**src/rtl/tcon_pkg.sv**
```systemverilog
// Shared types and constants for the two-requester mux arbiter.
package tcon_pkg;

    localparam int TCON_W         = 8;
    localparam int TCON_MAX_BURST = 4;

    // Side encoding; must match the datapath select polarity (1 = A side).
    localparam logic SEL_A = 1'b1;
    localparam logic SEL_B = 1'b0;

    typedef enum logic [1:0] {
        IDLE  = 2'd0,
        GNT_A = 2'd1,
        GNT_B = 2'd2
    } tcon_state_e;

endpackage

```
**src/rtl/tcon_out_reg.sv**
```systemverilog
// Single-stage valid/ready output register; load says it can take a beat now.
module tcon_out_reg #(
    parameter int W = 8
) (
    input  logic         clk,
    input  logic         rst_n,
    input  logic         in_valid,
    input  logic [W-1:0] in_data,
    input  logic         out_ready,
    output logic         load,
    output logic         out_valid,
    output logic [W-1:0] out_data
);

    logic         out_valid_q, out_valid_d;
    logic [W-1:0] out_data_q,  out_data_d;

    assign load      = ~out_valid_q | out_ready;
    assign out_valid = out_valid_q;
    assign out_data  = out_data_q;

    // Capture an accepted beat when the stage is free, otherwise hold it.
    always_comb begin
        out_valid_d = out_valid_q;
        out_data_d  = out_data_q;
        if (load) begin
            out_valid_d = in_valid;
            if (in_valid) begin
                out_data_d = in_data;
            end
        end
    end

    // Output stage flops, cleared on reset so a held beat is dropped.
    always_ff @(posedge clk or negedge rst_n) begin
        if (!rst_n) begin
            out_valid_q <= 1'b0;
            out_data_q  <= '0;
        end else begin
            out_valid_q <= out_valid_d;
            out_data_q  <= out_data_d;
        end
    end

endmodule

```
**src/rtl/tcon_mux_arbiter.sv**
```systemverilog
// Round-robin, burst-limited arbiter between requesters A and B driving the
// datapath select line and a registered valid/ready output stage.
module tcon_mux_arbiter
    import tcon_pkg::*;
#(
    parameter int W         = TCON_W,
    parameter int MAX_BURST = TCON_MAX_BURST,
    parameter int CNT_W     = 8
) (
    input  logic         clk,
    input  logic         rst_n,
    input  logic         a_valid,
    input  logic [W-1:0] a_data,
    output logic         a_ready,
    input  logic         b_valid,
    input  logic [W-1:0] b_data,
    output logic         b_ready,
    output logic         out_valid,
    output logic [W-1:0] out_data,
    input  logic         out_ready,
    output logic         sel,
    output logic         busy
);

    tcon_state_e      state_q, state_d;
    logic [CNT_W-1:0] cnt_q,   cnt_d;
    logic             sel_q,   sel_d;
    logic             last_q,  last_d;

    logic             load;
    logic             a_ready_c, b_ready_c;
    logic             acc_a, acc_b, acc_any;
    logic [W-1:0]     acc_data;
    logic             cnt_max;

    assign cnt_max  = (cnt_q == CNT_W'(MAX_BURST));
    assign acc_a    = a_valid & a_ready_c;
    assign acc_b    = b_valid & b_ready_c;
    assign acc_any  = acc_a | acc_b;
    assign acc_data = acc_a ? a_data : b_data;

    assign a_ready  = a_ready_c;
    assign b_ready  = b_ready_c;
    assign sel      = sel_q;
    assign busy     = (state_q != IDLE);

    // Next-state, burst counter and ready generation for the arbiter FSM.
    always_comb begin
        state_d   = state_q;
        cnt_d     = cnt_q;
        sel_d     = sel_q;
        last_d    = last_q;
        a_ready_c = 1'b0;
        b_ready_c = 1'b0;
        case (state_q)
            IDLE: begin
                if (a_valid && (!b_valid || last_q == SEL_B)) begin
                    state_d = GNT_A;
                    cnt_d   = '0;
                    sel_d   = SEL_A;
                    last_d  = SEL_A;
                end else if (b_valid) begin
                    state_d = GNT_B;
                    cnt_d   = '0;
                    sel_d   = SEL_B;
                    last_d  = SEL_B;
                end
            end
            GNT_A: begin
                a_ready_c = load & ~(cnt_max & b_valid);
                if (!a_valid) begin
                    if (b_valid) begin
                        state_d = GNT_B;
                        cnt_d   = '0;
                        sel_d   = SEL_B;
                        last_d  = SEL_B;
                    end else begin
                        state_d = IDLE;
                    end
                end else if (cnt_max && b_valid) begin
                    state_d = GNT_B;
                    cnt_d   = '0;
                    sel_d   = SEL_B;
                    last_d  = SEL_B;
                end else if (a_ready_c && !cnt_max) begin
                    cnt_d = cnt_q + CNT_W'(1);
                end
            end
            GNT_B: begin
                b_ready_c = load & ~(cnt_max & a_valid);
                if (!b_valid) begin
                    if (a_valid) begin
                        state_d = GNT_A;
                        cnt_d   = '0;
                        sel_d   = SEL_A;
                        last_d  = SEL_A;
                    end else begin
                        state_d = IDLE;
                    end
                end else if (cnt_max && a_valid) begin
                    state_d = GNT_A;
                    cnt_d   = '0;
                    sel_d   = SEL_A;
                    last_d  = SEL_A;
                end else if (b_ready_c && !cnt_max) begin
                    cnt_d = cnt_q + CNT_W'(1);
                end
            end
            default: begin
                state_d = IDLE;
            end
        endcase
    end

    // Arbiter state register; last winner resets to B so A goes first.
    always_ff @(posedge clk or negedge rst_n) begin
        if (!rst_n) begin
            state_q <= IDLE;
            cnt_q   <= '0;
            sel_q   <= SEL_B;
            last_q  <= SEL_B;
        end else begin
            state_q <= state_d;
            cnt_q   <= cnt_d;
            sel_q   <= sel_d;
            last_q  <= last_d;
        end
    end

    tcon_out_reg #(
        .W(W)
    ) u_out_reg (
        .clk       (clk),
        .rst_n     (rst_n),
        .in_valid  (acc_any),
        .in_data   (acc_data),
        .out_ready (out_ready),
        .load      (load),
        .out_valid (out_valid),
        .out_data  (out_data)
    );

endmodule

```
**config.mk**
```make
export PLATFORM = sky130hd
export DESIGN_NAME = tcon_mux_arbiter
export DESIGN_NICKNAME = d
export VERILOG_FILES = /design/src/rtl/tcon_pkg.sv /design/src/rtl/tcon_out_reg.sv /design/src/rtl/tcon_mux_arbiter.sv
export SDC_FILE = /design/constraint.sdc
export NUM_CORES = 1
export LEC_CHECK = 0
export CORE_MARGIN = 5
export CORE_UTILIZATION = 53
export DETAILED_ROUTE_END_ITERATION = 16
export PLACE_DENSITY = 0.85
export SYNTH_ARGS = -nofsm -noshare
export SYNTH_HDL_FRONTEND = slang
export SYNTH_SLANG_ARGS = --single-unit
```
**constraint.sdc**
```tcl
create_clock -name clk -period 3.73 [get_ports clk]
set_clock_uncertainty 0.15 [all_clocks]
set_input_delay 0.746 -clock clk [delete_from_list [all_inputs] [get_ports clk]]
set_output_delay 0.746 -clock clk [all_outputs]
set_load 0.03 [all_outputs]
```
# Word level (Yosys, flattened, before mapping)
# Cells that the tools add are included.
op_classes:
  add_sub_neg: 1
  eq_ne: 9
  muxes: 34
  bitwise_logic: 12
  n_reduce_logical: 15
op_table:
  columns: ["cell", "n"]
  rows:
  - ["two-way mux 8 bit", 10]
  - ["one-hot mux 8 bit (3 select lines)", 1]
  - ["two-way mux 2 bit", 7]
  - ["two-way mux 1 bit", 13]
  - ["!= test 3 bit (second input constant)", 4]
  - ["adder 8 x 1 -> 8 bit (second input constant)", 1]
  - ["equality test 8 x 3 -> 1 bit (second input constant)", 1]
  - ["!= test 4 bit (second input constant)", 2]
  - ["AND reduction 4 bit", 2]
  - ["AND 1 bit", 6]
  - ["one-hot mux 1 bit (3 select lines)", 2]
  - ["one-hot mux 2 bit (3 select lines)", 1]
  - ["logical AND 1 bit", 5]
  - ["NOT 1 bit", 4]
  - ["AND reduction 3 bit", 1]
  - ["nonzero test 3 bit", 1]
  - ["equality test 2 x 1 -> 1 bit (second input constant)", 1]
  - ["equality test 2 bit (second input constant)", 1]
  - ["zero test 1 bit", 2]
  - ["zero test 2 bit", 1]
  - ["OR 1 bit", 2]
  - ["AND reduction 2 bit", 1]
  - ["nonzero test 2 bit", 1]
  - ["logical OR 1 bit", 1]
totals:
  regBits: 21
  inputBits: 21
  out_inout_bits: 13
  wordCells: 77

# Depth between registers and ports, before layout
logic_depth:
  word_depth: 9
  mapped_depth: 8
  depth_no_buf: 6

# Hierarchy
# From an unflattened synthesis, not the netlist that was laid out.
unflattened:
  cells_unflattened: 129
  area_unflattened_um2: 1395.1
modules_own_cells:
  columns: ["mod", "n_inst", "cells_per_inst", "area_per_inst_um2", "seq_area_each_um2"]
  rows:
  - ["tcon_mux_arbiter", 1, 109, 1009.7, 300.3]
  - ["tcon_out_reg", 1, 20, 385.4, 225.2]

# Worst setup path after synthesis
# OpenSTA, ideal clock, no wires.
synth_timing:
  kind: "register to output"
  from: "reg cnt_q[0]"
  to: "out a_ready"
  arrival_ns: 1.469
  required_ns: 2.834
  setup_slack_ns: 1.365
  stages_incl_launch_ff: 6
  n_path_buf: 0
  path_cell_list: "dfrtp_1 -> inv_1 -> ha_1 -> nor3b_2 -> and2_2 -> a21oi_1"
synth_between:
  elab_chain_cells: 5
synth_lines:
  columns: ["item", "line", "source"]
  rows:
  - ["from (decl)", "tcon_mux_arbiter.sv:26", "logic [CNT_W-1:0] cnt_q, cnt_d;"]
  - ["from (signal assigned)", "tcon_mux_arbiter.sv:124", "cnt_q <= cnt_d;"]
  - ["equality test 8 x 3 -> 1 bit", "tcon_mux_arbiter.sv:36", "assign cnt_max = (cnt_q == CNT_W'(MAX_BURST));"]
  - ["AND 1 bit", "tcon_mux_arbiter.sv:70", "a_ready_c = load & ~(cnt_max & b_valid);"]
  - ["NOT 1 bit", "tcon_mux_arbiter.sv:70", null]
  - ["AND 1 bit", "tcon_mux_arbiter.sv:70", null]
  - ["two-way mux 1 bit", "tcon_mux_arbiter.sv:55", "case (state_q)"]
  - ["to (decl)", "tcon_mux_arbiter.sv:14", "output logic a_ready,"]
# Every way passes these cells.

# Worst setup path after layout
layout_timing:
  from: "in out_ready"
  to: "out a_ready"
layout_between:
  elab_chain_cells: 3
layout_lines:
  columns: ["item", "line", "source"]
  rows:
  - ["from (decl)", "tcon_mux_arbiter.sv:20", "input logic out_ready,"]
  - ["OR 1 bit", "tcon_out_reg.sv:18", "assign load = ~out_valid_q | out_ready;"]
  - ["AND 1 bit", "tcon_mux_arbiter.sv:70", null]
  - ["two-way mux 1 bit", "tcon_mux_arbiter.sv:55", null]
# Every way passes these cells.

==> impl_results.md <==
- Outcome: finished, final reports clean
- H-tree levels: 1
- Die Area: 0.003829 mm²
- # DRC: 0
- Actual slew at the worst max-slew pin: 0.8845 ns
- First-pass GRT wire length: 5.368 mm
- Max Slew Vio Count: 0
- Leakage: 0.0007452 µW
- Post-Syn Area: 0.001426 mm²
- Mapped Cells: 145
- Number of global-route vias before repair: 1208
- Grt ovf: 0
- Root Buffer: clkbuf_4
- Worst setup EP type: output port
- Register area share after synthesis: 36.84%
- Relative slew slack: just over 40%
- Synth area leaders: dfrtp_1 (37%), mux2_2 (14%), ha_1 (6.1%)
- Via count of the routed design: 1235
- Resize count post-CTS: 0
- Pin count of the biggest net entering global routing: 22
- Synth area leader: dfrtp_1
- Fmax achieved: 0.3119 GHz
- Hold_buf cts: 0
- Most frequent cells in the layout: clkdlybuf4s50_1 (33), dfrtp_1 (21), mux2_2 (18)
- HPWL Detailed: between 2 and 3 mm
- Sink Count: 21
- Commonest non-fill, non-tap cell in the layout: clkdlybuf4s50_1
- Syn-to-layout area delta: 26.40%
- Routability Congestion: 0.8463
- Fin crit period: 3.206 ns
- Diodes inserted: 0
- Die Ht: 61.88 µm
- Worst ir drop on vdd: 478.2 µV
- CTS tree: built
- WP data required: 2.83 ns
- Synth top area share: 36.84%
- Total Wirelength: between 3 and 4 mm
- Maxcap violations: 0
- Total Neg Setup Slack: 0 ns
- Layout Cells excl Fill: approximately 210
- Placed Cells: 204
- Syn Nets: between 150 and 200
- CP arrival: 2.31 ns
- Final worst-path cycle share: 85.95%
- DRT Pass-1 Iters: 4
- Die Wd: roughly 62 µm
- #FFs+latches synth: 21
- Ports: 34
- Antenna Nets Post-Route: 0
- Share of cells above drive strength 1: between 10% and 20%
- CTS Buffer Depth: 2
- Startpoint types: primary input
- 1st-iter DRT viols: 24
- Avg Inst Size Synth: 9.837 µm²
- Worst Hold Class: flip-flop to flip-flop
- Yosys cell types: 42
- Total setup buffers inserted after CTS: 0
- # fillers: between 150 and 200
- Reg area: 525.5 µm²
- Power per Cell Area: 722.5 mW/mm²
- Vias per cell: 5.938
- Clk_lat worst skew: around 0.30 ns
- Drt wl/cell: approximately 16 µm
- Worst-path maximum fanout: 3
- Multi-input logic area: 818.3 µm²
- Clock transition at path regs: 0.11 ns
- Effective utilization at floorplan: 56.55%
- Final #Nets: roughly 210
- Site row count: 18
- Gr usage total: 18.98%
- Total power: 1303 µW
- Initial antenna violation count: 0
- RSZ-0062 raised after global routing: false
- # setup viols final: 0
- Number of port buffers: 33
- CTS buffer count: 3
- Final Hold Fails: 0
- Crit path kind: primary input to output port
- Core Footprint: 0.002522 mm²
- Warnings, synthesis: 0
## kinds of logic (layout without fill, tap and decap cells)
group / Yosys count / count (layout) / synth area share, %
and+or+nand+nor: 43 / 43 / 17.98
AOI/OAI and AO/OA: 36 / 36 / 19.03
DFF: 21 / 21 / 36.84
buffers and inverters: 20 / 53 / 5.789
muxes: 18 / 18 / 14.21
adders and majority gates: 7 / 7 / 6.140
## flip-flops by register name, indices dropped and copies added (netlist names)
signal,flops
cnt_q,8
u_out_reg.out_data,8
state_q,2
last_q,1
sel,1
u_out_reg.out_valid,1
## cells in the mapped netlist
library cell	instances
or2_2	2
o21ai_0	6
nor4b_4	1
o221ai_1	5
nand4_1	1
or3b_1	1
nor3b_2	1
a22oi_1	2
nor4_1	1
nand3_1	7
a21oi_1	7
a2111oi_2	1
o211ai_1	1
a22o_1	1
a21boi_1	1
a211o_1	1
a311oi_2	1
o31a_1	1
mux2_2	18
and3b_1	2
nor2_1	3
nor3b_1	1
dfrtp_1	21
ha_1	7
a2111o_1	1
and2_2	1
o2bb2ai_2	1
o2bb2ai_1	1
nor3_1	5
nand2_1	10
clkbuf_1	1
inv_1	15
nand2b_1	3
o22ai_1	2
buf_4	1
a31oi_1	2
a211oi_1	1
and2_1	1
buf_2	3
or3_2	1
o21ai_2	1
nor2b_1	2
## critical path, stage by stage
cell             delay (ns)
clkdlybuf4s50_1        0.47
nand2b_1               0.17
nand2_1                0.07
a21oi_1                0.15
clkdlybuf4s50_1        0.69
## report_power, final
part	internal (µW)	switching, µW	leakage [µW]
registers	306	50.5	0.000267
clock network	40.0	68.9	0.0000177
logic	373	464	0.000460
total	719	583	0.000745
## per-layer routing
metal  up-vias  wire [µm]  GRT usage (%)  share of wire [%]
met1       583       1374          22.73                 41
met2        44       1572          33.78                 47
met3         6        338          3.926                 10
met4         0         46          6.364                1.4
met5         -          0              0                  0
li1        602          -              -                  -
## area by class of cell
| class | count | share of cell area, % |
|---|---|---|
| tap | 30 | 2.082 |
| sequential | 21 | 29.15 |
| inverter | 15 | 3.123 |
| clock inverter | 1 | 0.2776 |
| multi-input combinational | 104 | 45.39 |
| timing repair buffer | 34 | 18.74 |
| clock buffer | 3 | 1.249 |
## final timing paths
path                                              startpoint                                end  slack, ns  cells after the start
max in group asynchronous                              rst_n               cnt_q[6]$_DFFE_PN0P_       2.11                      1
max                                                out_ready                            a_ready       0.52                      5
min reg2reg                u_out_reg.out_data[2]$_DFFE_PN0P_  u_out_reg.out_data[2]$_DFFE_PN0P_       0.37                      1
max reg2reg                           state_q[1]$_DFFE_PN0P_  u_out_reg.out_data[6]$_DFFE_PN0P_       1.20                      6
min                        u_out_reg.out_data[2]$_DFFE_PN0P_  u_out_reg.out_data[2]$_DFFE_PN0P_       0.37                      1
min in group asynchronous                              rst_n                    sel$_DFFE_PN0P_       0.78                      1
## through the flow
stage	hold WS, ns	instance area [µm²]	utilization, %	setup slack [ns]
after floorplan	0.3004	1426	-	1.365
after global placement	0.3356	1775	70.39	0.5936
after detailed placement	0.3446	1775	70.39	0.5040
after CTS	0.3714	1803	71.48	0.5032
after global routing	0.3874	1803	71.48	0.4275
final	0.3693	1803	71.48	0.5241
Note: power is estimated with default switching activity, not from simulation.
